===== src/rtl/battleship_pkg.sv =====
// Shared battleship constants, cell codes and the cursor axis step helper.
// CURSOR_WRAP_EN: when defined the cursor wraps at grid edges, otherwise it clamps.
package battleship_pkg;

    localparam int GRID_N   = 10;
    localparam int COORD_W  = 4;
    localparam int GRID_MAX = GRID_N - 1;

    typedef enum logic [1:0] {
        EMPTY = 2'b00,
        MISS  = 2'b01,
        HIT   = 2'b10,
        SUNK  = 2'b11
    } cell_e;

    // One axis update; simultaneous inc and dec cancel.
    function automatic logic [COORD_W-1:0] coord_step(input logic [COORD_W-1:0] c,
                                                      input logic inc,
                                                      input logic dec);
        logic [COORD_W-1:0] r;
        r = c;
        if (inc && !dec) begin
            if (c == COORD_W'(GRID_MAX)) begin
`ifdef CURSOR_WRAP_EN
                r = '0;
`else
                r = c;
`endif
            end else begin
                r = c + COORD_W'(1);
            end
        end else if (dec && !inc) begin
            if (c == '0) begin
`ifdef CURSOR_WRAP_EN
                r = COORD_W'(GRID_MAX);
`else
                r = c;
`endif
            end else begin
                r = c - COORD_W'(1);
            end
        end
        return r;
    endfunction

endpackage


===== src/rtl/btn_debounce.sv =====
// One push-button: 2-flop synchronizer, debounce counter, registered press pulse.
// held_o is the stable level delayed to line up with press_o.
module btn_debounce #(
    parameter int unsigned DEBOUNCE_CYCLES = 1_000_000
) (
    input  logic clk_i,
    input  logic rst_ni,
    input  logic btn_i,
    output logic held_o,
    output logic press_o
);

    localparam int CNT_W = $clog2(DEBOUNCE_CYCLES + 1);
    localparam logic [CNT_W-1:0] CNT_LAST = CNT_W'(DEBOUNCE_CYCLES - 1);

    logic [1:0]       sync_q;
    logic [CNT_W-1:0] cnt_q;
    logic             stable_q;
    logic             dly_q;
    logic             press_q;

    always_ff @(posedge clk_i or negedge rst_ni) begin
        if (!rst_ni) begin
            sync_q   <= '0;
            cnt_q    <= '0;
            stable_q <= 1'b0;
            dly_q    <= 1'b0;
            press_q  <= 1'b0;
        end else begin
            sync_q  <= {sync_q[0], btn_i};
            dly_q   <= stable_q;
            press_q <= stable_q & ~dly_q;
            if (sync_q[1] == stable_q) begin
                cnt_q <= '0;
            end else if (cnt_q == CNT_LAST) begin
                stable_q <= sync_q[1];
                cnt_q    <= '0;
            end else begin
                cnt_q <= cnt_q + CNT_W'(1);
            end
        end
    end

    assign held_o  = dly_q;
    assign press_o = press_q;

endmodule


===== src/rtl/cursor_ctrl.sv =====
// Debounced 10x10 grid cursor with direction auto-repeat and a lockable fire pulse.
// CURSOR_WRAP_EN (see battleship_pkg) selects wrap vs clamp at the grid edges.
module cursor_ctrl
    import battleship_pkg::*;
#(
    parameter int unsigned DEBOUNCE_CYCLES = 1_000_000,
    parameter int unsigned REPEAT_DELAY    = 40_000_000,
    parameter int unsigned REPEAT_PERIOD   = 15_000_000,
    parameter int unsigned START_ROW       = 0,
    parameter int unsigned START_COL       = 0
) (
    input  logic               clk,
    input  logic               reset,
    input  logic               btn_u,
    input  logic               btn_d,
    input  logic               btn_l,
    input  logic               btn_r,
    input  logic               btn_c,
    input  logic               lock,
    output logic [COORD_W-1:0] sprite_row,
    output logic [COORD_W-1:0] sprite_col,
    output logic               fire
);

    localparam int DIR_U = 0, DIR_D = 1, DIR_L = 2, DIR_R = 3;
    localparam int REP_W = $clog2(REPEAT_DELAY + 1);
    localparam logic [REP_W-1:0] REP_FIRST  = REP_W'(REPEAT_DELAY);
    localparam logic [REP_W-1:0] REP_RELOAD = REP_W'(REPEAT_DELAY - REPEAT_PERIOD + 1);

    logic [3:0]            dir_raw, held, press, rep_ev, mv;
    logic [3:0][REP_W-1:0] rep_q;
    logic                  held_c, press_c;
    logic [COORD_W-1:0]    row_q, row_d, col_q, col_d;
    logic                  fire_q, fire_d, freeze;

    assign dir_raw = {btn_r, btn_l, btn_d, btn_u};

    for (genvar g = 0; g < 4; g++) begin : g_dir
        btn_debounce #(.DEBOUNCE_CYCLES(DEBOUNCE_CYCLES)) u_db (
            .clk_i  (clk),
            .rst_ni (reset),
            .btn_i  (dir_raw[g]),
            .held_o (held[g]),
            .press_o(press[g])
        );
        assign rep_ev[g] = held[g] & ~press[g] & (rep_q[g] == REP_FIRST);
    end

    btn_debounce #(.DEBOUNCE_CYCLES(DEBOUNCE_CYCLES)) u_db_c (
        .clk_i  (clk),
        .rst_ni (reset),
        .btn_i  (btn_c),
        .held_o (held_c),
        .press_o(press_c)
    );

    // Moves are dropped in the press cycle of a fire and while fire is high,
    // so the coordinates stay put across the fire cycle and the one after it.
    always_comb begin
        mv     = press | rep_ev;
        fire_d = press_c & held_c & ~lock;
        freeze = fire_d | fire_q;
        row_d  = row_q;
        col_d  = col_q;
        if (!freeze) begin
            row_d = coord_step(row_q, mv[DIR_D], mv[DIR_U]);
            col_d = coord_step(col_q, mv[DIR_R], mv[DIR_L]);
        end
    end

    // Repeat counter: 1 the cycle after a press, hits REPEAT_DELAY, then reloads
    // so the next hit lands REPEAT_PERIOD cycles later.
    always_ff @(posedge clk or negedge reset) begin
        if (!reset) begin
            rep_q  <= '0;
            row_q  <= COORD_W'(START_ROW);
            col_q  <= COORD_W'(START_COL);
            fire_q <= 1'b0;
        end else begin
            for (int i = 0; i < 4; i++) begin
                if (!held[i])                 rep_q[i] <= '0;
                else if (press[i])            rep_q[i] <= REP_W'(1);
                else if (rep_q[i] == REP_FIRST) rep_q[i] <= REP_RELOAD;
                else                          rep_q[i] <= rep_q[i] + REP_W'(1);
            end
            row_q  <= row_d;
            col_q  <= col_d;
            fire_q <= fire_d;
        end
    end

    assign sprite_row = row_q;
    assign sprite_col = col_q;
    assign fire       = fire_q;

endmodule

===== config.mk =====
export PLATFORM = sky130hd
export DESIGN_NAME = cursor_ctrl
export DESIGN_NICKNAME = d
export VERILOG_FILES = /design/src/rtl/battleship_pkg.sv /design/src/rtl/btn_debounce.sv /design/src/rtl/cursor_ctrl.sv
export SDC_FILE = /design/constraint.sdc
export NUM_CORES = 1
export LEC_CHECK = 0
export ABC_AREA = 1
export ABC_CLOCK_PERIOD_IN_PS = 2550
export CORE_UTILIZATION = 25
export CTS_BUF_LIST = sky130_fd_sc_hd__clkbuf_2
export CTS_CLUSTER_SIZE = 10
export DETAILED_ROUTE_END_ITERATION = 8
export HOLD_SLACK_MARGIN = 0.15
export PLACE_DENSITY = 0.44
export SYNTH_ARGS = -nofsm -noshare
export SYNTH_HDL_FRONTEND = slang
export SYNTH_SLANG_ARGS = --single-unit

===== constraint.sdc =====
create_clock -name clk -period 2.55 [get_ports clk]
set_input_delay 0.51 -clock clk [delete_from_list [all_inputs] [get_ports clk]]
set_output_delay 0.51 -clock clk [all_outputs]
set_load 0.02 [all_outputs]

==> impl_metrics.py, run 1 <==
metrics = {
    "drt": {
        "vias": 11500,
        "ant_nets": 0,
        "firstDrtPassIters": 7,
        "drcViolationCount": 6,
        "via_per_inst": 4.27,
        "drt_first_iter_violations": 419,
        "wl_per_cell_um": 12.0,
        "totalWireLength_um": 32300,
    },
    "yosys": {
        "avgSynthCellArea_um2": 7.41,
        "synth_edf_count": 0,
        "seq_area_frac_synth_pct": 44.4,
        "ys_ff_latch": 238,
        "yosysWarnings": 0,
        "synthDistinctLibCells": 35,
        "syn_inst": 1812,
        "syn-num-nets": 1841,
        "ys.flop_type": "dfrtp_1",
        "syn_area_um2": 13400,
        "postSynth.asyncResetShare_pct": 100,
    },
    "worst_setup_path": {
        "crit_chain": "nor2_1, nand2_1, inv_1, nand2_1, nor2_1, nand2_2, o21bai_2, ha_2, inv_2, buf_4, fa_1, xnor2_1, o21ai_1",
        "crit_slowest_cell": "dfrtp_1",
        "critPathTopFamily": "adder cells",
        "r2r_start": "rep_q[94]$_DFF_PN0_",
        "critPathKind": "reg2reg",
        "ff2ff_path_depth": 13,
        "r2r_slack_ns": 0.16,
        "rr_endpoint": "sprite_col[2]$_DFFE_PN0P_",
        "max_stage_delay_ns": 0.45,
        "cp.required_ns": 3.37,
        "worstPathArrival_ns": 3.21,
        "startpoint_type": "flip-flop",
        "crit_path_max_fanout": 5,
        "critical_path_buf_inv_count": 3,
        "end_kind": "flip-flop",
    },
    "floorplanning": {
        "die_x_um": 234,
        "coreArea_um2": 52800,
        "dieArea_um2": 54600,
        "die_h_um": 234,
        "start_util_pct": 25.4,
        "pin_count": 17,
        "placementRows": 84,
    },
    "status": {
        "outcome": "finished with violations",
        "violations": "DRC",
    },
    "pwr": {
        "net-switching-power_mw": 1.99,
        "ir_drop_mv": 0.200,
        "p_int_mw": 5.00,
        "sequentialPowerShare_pct": 54.6,
        "pwr_density_cell_nw_per_um2": 450,
        "p_sw_share_pct": 28.5,
        "power_leakage_nw": 6.62,
        "p_comb_share_pct": 2.7,
        "clkPwrFrac_pct": 42.7,
    },
    "layout": {
        "area_growth_pct": 15.8,
        "drive_above_1_share_pct": 12.9,
        "layout_common_cells": "432 x nand2_1, 401 x nor2_1, 238 x dfrtp_1",
        "final_common_cell": "nand2_1",
        "layout.nets": 1972,
        "instances_no_fill": 2688,
        "fin_area_um2": 15500,
    },
    "clocking": {
        "clock_path_buffers": 3,
        "clockRootBuffer": "clkbuf_2",
        "h-tree-depth": 3,
        "clkLatencyLatePin_ns": 0.98,
        "cts_buffers": 73,
        "tritoncts": "done",
        "cts.clk_slew.worst_paths_ns": 0.09,
        "clock-sinks": 238,
    },
    "min_path": {
        "whs_path_depth": 0,
        "holdCritStartpoint": "g_dir[3].u_db.sync_q[0]$_DFF_PN0_",
        "min_to": "g_dir[3].u_db.sync_q[1]$_DFF_PN0_",
        "hp-class": "reg2reg",
    },
    "global_routing": {
        "grt_max_degree": 93,
        "grt_pass1_wl_um": 55500,
        "grt_pass1_vias": 11400,
        "grt-ovfl-total": 0,
        "track_usage_pct": 12.5,
        "antenna_found_initial": 3,
    },
    "sta": {
        "slew_viol_final": 0,
        "max_freq_mhz": 419,
        "hold_viol": 0,
        "tightest_slew_ns": 0.533,
        "holdWs_ns": 0.356,
        "post-route-period-util_pct": 93.6,
        "fin_skew_ns": 0.0515,
        "fin_crit_ns": 2.39,
        "maxSlewHeadroom_pct": 64.5,
        "setup_viol": 0,
    },
    "flow_run": {
        "drv_cap": 0,
    },
    "placed_design": {
        "dp_cells": 2538,
        "dpl_cell_area_um2": 14700,
        "place.gp.congestion": 0.862,
        "port_buffers": 16,
        "dp_hpwl_um": 22800,
    },
}
==> how the worst max path moves through the flow <==
stage | slack, ns | endpoint | start | cells after the start
2_1_floorplan | 0.18 | sprite_col[3]$_DFFE_PN0P_ | rep_q[52]$_DFF_PN0_ | 17
3_3_place_gp | 0.04 | sprite_row[3]$_DFFE_PN0P_ | rep_q[0]$_DFF_PN0_ | 17
3_5_place_dp | 0.007 | sprite_row[3]$_DFFE_PN0P_ | rep_q[0]$_DFF_PN0_ | 17
4_1_cts | 0.02 | sprite_row[3]$_DFFE_PN0P_ | rep_q[0]$_DFF_PN0_ | 17
5_1_grt | -0.003 | sprite_row[2]$_DFFE_PN0P_ | rep_q[26]$_DFF_PN0_ | 14
6_report | 0.16 | sprite_col[2]$_DFFE_PN0P_ | rep_q[94]$_DFF_PN0_ | 13
==> flip-flops by register name, summed over array words and instances, names as in the netlist, 8 cells and up <==
name / cells
rep_q: 104
g_dir.u_db.cnt_q: 80
u_db_c.cnt_q: 20
g_dir.u_db.sync_q: 8
==> cells by family after synthesis <==
kind of cell / count (synthesis) / share of synthesized area [%]
compound gates: 86 / 3.34
xor+xnor: 99 / 6.46
fa+ha+maj: 21 / 2.07
buf+inv: 230 / 6.58
flops: 238 / 44.4
simple gates: 1138 / 37.2
==> power groups by stage <==
stage | Combinational, mW | Sequential (mW) | Clock, mW
after floorplan | 0.0613 | 3.89 | 0
after global placement | 0.188 | 3.89 | 0
after detailed placement | 0.189 | 3.89 | 0
after CTS | 0.205 | 3.82 | 3.23
after global routing | 0.225 | 3.82 | 3.38
final | 0.191 | 3.82 | 2.98
==> synthesized netlist by cell type, types with 15 or more instances <==
| master | n | area, um2 |
|---|---|---|
| a21oi_1 | 58 | 290 |
| dfrtp_1 | 238 | 5960 |
| ha_1 | 19 | 238 |
| inv_1 | 216 | 811 |
| nand2_1 | 435 | 1630 |
| nand2_2 | 20 | 125 |
| nand3_1 | 119 | 596 |
| nand4_1 | 26 | 163 |
| nor2_1 | 404 | 1520 |
| nor2_2 | 31 | 194 |
| nor2_4 | 15 | 169 |
| nor3_1 | 44 | 220 |
| o21ai_0 | 20 | 100 |
| xnor2_1 | 38 | 333 |
| xor2_1 | 61 | 534 |
==> worst register-to-register path, delay by kind of cell (launching register included) <==
kind | cells | cell delay [ns]
AOI/OAI and AO/OA | 2 | 0.25
adders and majority gates | 2 | 0.60
buffers and inverters | 3 | 0.25
xor gates and xnor gates | 1 | 0.16
and+or+nand+nor | 5 | 0.55
DFF | 1 | 0.45
==> routing by layer <==
metal	track usage, %	up-vias	wire, um
li1	-	5972	-
met2	19.5	160	14300
met1	16.2	5253	15800
met4	5.80	2	889
met5	0	-	13
met3	2.82	80	1310
==> final cells by class <==
type / instances / area [um2]
antenna: 2 / 5.00
tap: 688 / 861
fill: 5776 / 37200
timing repair buffer: 62 / 569
clock buffer: 96 / 480
inverter: 224 / 841
sequential: 238 / 5960
multi-input combinational: 1344 / 6670
clock inverter: 34 / 163
==> what timing repair did <==
action | in CTS | in global routing
endpoints found under the hold margin | 244 | 0
resized for setup | 12 | 21
setup buffers | 0 | 9
setup endpoints to repair | 11 | 7
hold buffers | 9 | 0
pin swaps | 0 | 16
==> per-stage QoR <==
stage | utilization (%) | power [mW] | TNS [ns] | setup WS [ns]
6_report | 29.5 | 6.99 | 0 | 0.163
2_1_floorplan | - | 3.95 | 0 | 0.177
4_1_cts | 29.2 | 7.25 | 0 | 0.0227
3_3_place_gp | 27.8 | 4.08 | 0 | 0.0381
3_5_place_dp | 27.8 | 4.08 | 0 | 0.00690
5_1_grt | 29.5 | 7.43 | -0.00277 | -0.00277
Note: power is estimated with default switching activity, not from simulation.
==> inputs of run 2 (changes only) <==
--- a/config.mk
+++ b/config.mk
@@ -7,12 +7,12 @@
 export LEC_CHECK = 0
 export ABC_AREA = 1
 export ABC_CLOCK_PERIOD_IN_PS = 2550
-export CORE_UTILIZATION = 25
+export CORE_UTILIZATION = 40
 export CTS_BUF_LIST = sky130_fd_sc_hd__clkbuf_2
 export CTS_CLUSTER_SIZE = 10
 export DETAILED_ROUTE_END_ITERATION = 8
 export HOLD_SLACK_MARGIN = 0.15
-export PLACE_DENSITY = 0.44
+export PLACE_DENSITY = 0.6
 export SYNTH_ARGS = -nofsm -noshare
 export SYNTH_HDL_FRONTEND = slang
 export SYNTH_SLANG_ARGS = --single-unit
==> impl_metrics.py, run 2 (synthesized netlist as in run 1, its figures left out) <==
metrics = {
    "status": {
        "outcome": "finished clean",
    },
    "layout": {
        "instances_no_fill": 2411,
        "area_growth_pct": 11.6,
        "drive_above_1_share_pct": 11.6,
        "fin_area_um2": 15000,
        "layout_common_cells": "435 x nand2_1, 402 x nor2_1, 238 x dfrtp_1",
        "largest_reg_flops": 104,
        "regMostFlops": "rep_q",
        "top_regs": "rep_q: 104 flops, g_dir.u_db.cnt_q: 80 flops, u_db_c.cnt_q: 20 flops",
        "layout.nets": 1949,
        "fin_util_pct": 45.7,
        "final_common_cell": "nand2_1",
    },
    "worst_setup_path": {
        "max_stage_delay_ns": 0.62,
        "crit_chain": "clkdlybuf4s50_1",
        "crit_slowest_cell": "clkdlybuf4s50_1",
        "r2r_slack_ns": 0.18,
        "critPathKind": "reg2out",
        "r2r_start": "rep_q[78]$_DFF_PN0_",
        "worstPathArrival_ns": 1.89,
        "critPathTopFamily": "buffers and inverters",
        "rr_endpoint": "sprite_col[2]$_DFFE_PN0P_",
        "end_kind": "output pin",
        "crit_path_max_fanout": 2,
        "ff2ff_path_depth": 13,
        "critical_path_buf_inv_count": 1,
        "startpoint_type": "flip-flop",
        "path_depth": 1,
        "cp.required_ns": 2.04,
    },
    "pwr": {
        "net-switching-power_mw": 1.79,
        "power_mw": 6.68,
        "sequentialPowerShare_pct": 57.1,
        "ir_drop_mv": 0.278,
        "p_comb_share_pct": 2.9,
        "pwr_density_cell_nw_per_um2": 446,
        "clkPwrFrac_pct": 40.0,
        "power_leakage_nw": 6.51,
        "p_int_mw": 4.89,
        "p_sw_share_pct": 26.8,
    },
    "drt": {
        "vias": 11400,
        "wl_per_cell_um": 12.3,
        "drcViolationCount": 0,
        "firstDrtPassIters": 5,
        "ant_nets": 0,
        "via_per_inst": 4.74,
        "totalWireLength_um": 29500,
        "drt_first_iter_violations": 475,
    },
    "placed_design": {
        "dpl_cell_area_um2": 14300,
        "dp_hpwl_um": 21300,
        "port_buffers": 16,
        "place.gp.congestion": 0.914,
        "dp_cells": 2280,
    },
    "global_routing": {
        "track_usage_pct": 18.4,
        "grt_pass1_wl_um": 51400,
        "antenna_found_initial": 1,
        "grt_max_degree": 51,
        "grt_pass1_vias": 11000,
        "grt-ovfl-total": 0,
    },
    "sta": {
        "tightest_slew_ns": 0.498,
        "maxSlewHeadroom_pct": 66.8,
        "hold_viol": 0,
        "fin_crit_ns": 2.40,
        "slew_viol_final": 0,
        "setup_viol": 0,
        "post-route-period-util_pct": 94.3,
        "fin_skew_ns": 0.0414,
        "rsz0062_at_grt": "yes",
        "max_freq_mhz": 416,
    },
    "clocking": {
        "tritoncts": "done",
        "cts_buffers": 68,
        "clock-sinks": 238,
        "clkLatencyLatePin_ns": 0.86,
        "clockRootBuffer": "clkbuf_2",
        "h-tree-depth": 3,
        "cts.clk_slew.worst_paths_ns": 0.09,
        "clock_path_buffers": 3,
    },
    "floorplanning": {
        "die_h_um": 185,
        "pin_count": 17,
        "dieArea_um2": 34300,
        "start_util_pct": 40.9,
        "die_x_um": 185,
        "placementRows": 66,
        "coreArea_um2": 32800,
    },
    "min_path": {
        "holdCritStartpoint": "lock",
        "min_to": "fire$_DFF_PN0_",
        "hp-class": "in2reg",
        "whs_path_depth": 4,
    },
    "flow_run": {
        "drv_cap": 0,
    },
}
==> run 2: area by class of cell <==
class                           count  area [um2]
Sequential cell                   238        5960
Clock inverter                     19        72.6
Tap cell                          442         553
Fill cell                        3378       17800
Multi-Input combinational cell   1344        6620
Clock buffer                       99         495
Antenna cell                        1        2.50
Timing Repair Buffer               44         440
Inverter                          224         841
==> run 2: timing repair <==
item | 4_1_cts | 5_1_grt
endpoints found under the setup margin | 6 | 9
resized for setup | 6 | 10
setup buffers | 0 | 4
hold endpoints to repair | 243 | 0
cloned | 0 | 0
hold buffers | 8 | 0
pin swaps | 0 | 1
==> run 2: worst reg2reg max path, cell delays in order (launching register included) <==
cell      delay (ns)
dfrtp_1         0.42
inv_1           0.08
ha_1            0.17
inv_1           0.05
nor2_1          0.09
nand3_1         0.10
nor2_1          0.14
nand2_2         0.07
o21bai_1        0.14
ha_1            0.19
inv_1           0.10
fa_1            0.39
xnor2_1         0.20
o21ai_0         0.11
==> run 2: power groups by stage <==
stage	sequential (mW)	clock, mW	combinational, mW
2_1_floorplan	3.89	0	0.0613
3_3_place_gp	3.89	0	0.185
3_5_place_dp	3.89	0	0.187
4_1_cts	3.82	2.83	0.203
5_1_grt	3.82	3.05	0.227
6_report	3.82	2.67	0.192
==> run 2: routing by layer <==
metal	share of wire, %	GRT usage, %	up-vias	wire length (um)
met5	0	0	-	0
met3	4.4	4.07	50	1310
met1	49	25.1	5283	14600
met2	44	28.5	179	13000
met4	2.0	7.24	0	596
li1	-	-	5908	-
==> run 2: worst max-delay path by stage <==
stage / from / end / slack (ns)
6_report: fire$_DFF_PN0_ / fire / 0.15
5_1_grt: rep_q[52]$_DFF_PN0_ / sprite_col[3]$_DFFE_PN0P_ / -0.02
4_1_cts: sprite_row[2]$_DFFE_PN0P_ / sprite_row[2] / 0.005
3_5_place_dp: rep_q[26]$_DFF_PN0_ / sprite_row[3]$_DFFE_PN0P_ / 0.05
3_3_place_gp: rep_q[26]$_DFF_PN0_ / sprite_row[3]$_DFFE_PN0P_ / 0.13
2_1_floorplan: rep_q[52]$_DFF_PN0_ / sprite_col[3]$_DFFE_PN0P_ / 0.18
==> run 2: per-stage QoR <==
stage | TNS [ns] | setup WS (ns) | hold slack [ns]
after global placement | 0 | 0.126 | 0.334
after detailed placement | 0 | 0.0483 | 0.340
final | 0 | 0.146 | 0.281
after floorplan | 0 | 0.177 | 0.214
after global routing | -0.0194 | -0.0165 | 0.227
after CTS | 0 | 0.00501 | 0.212
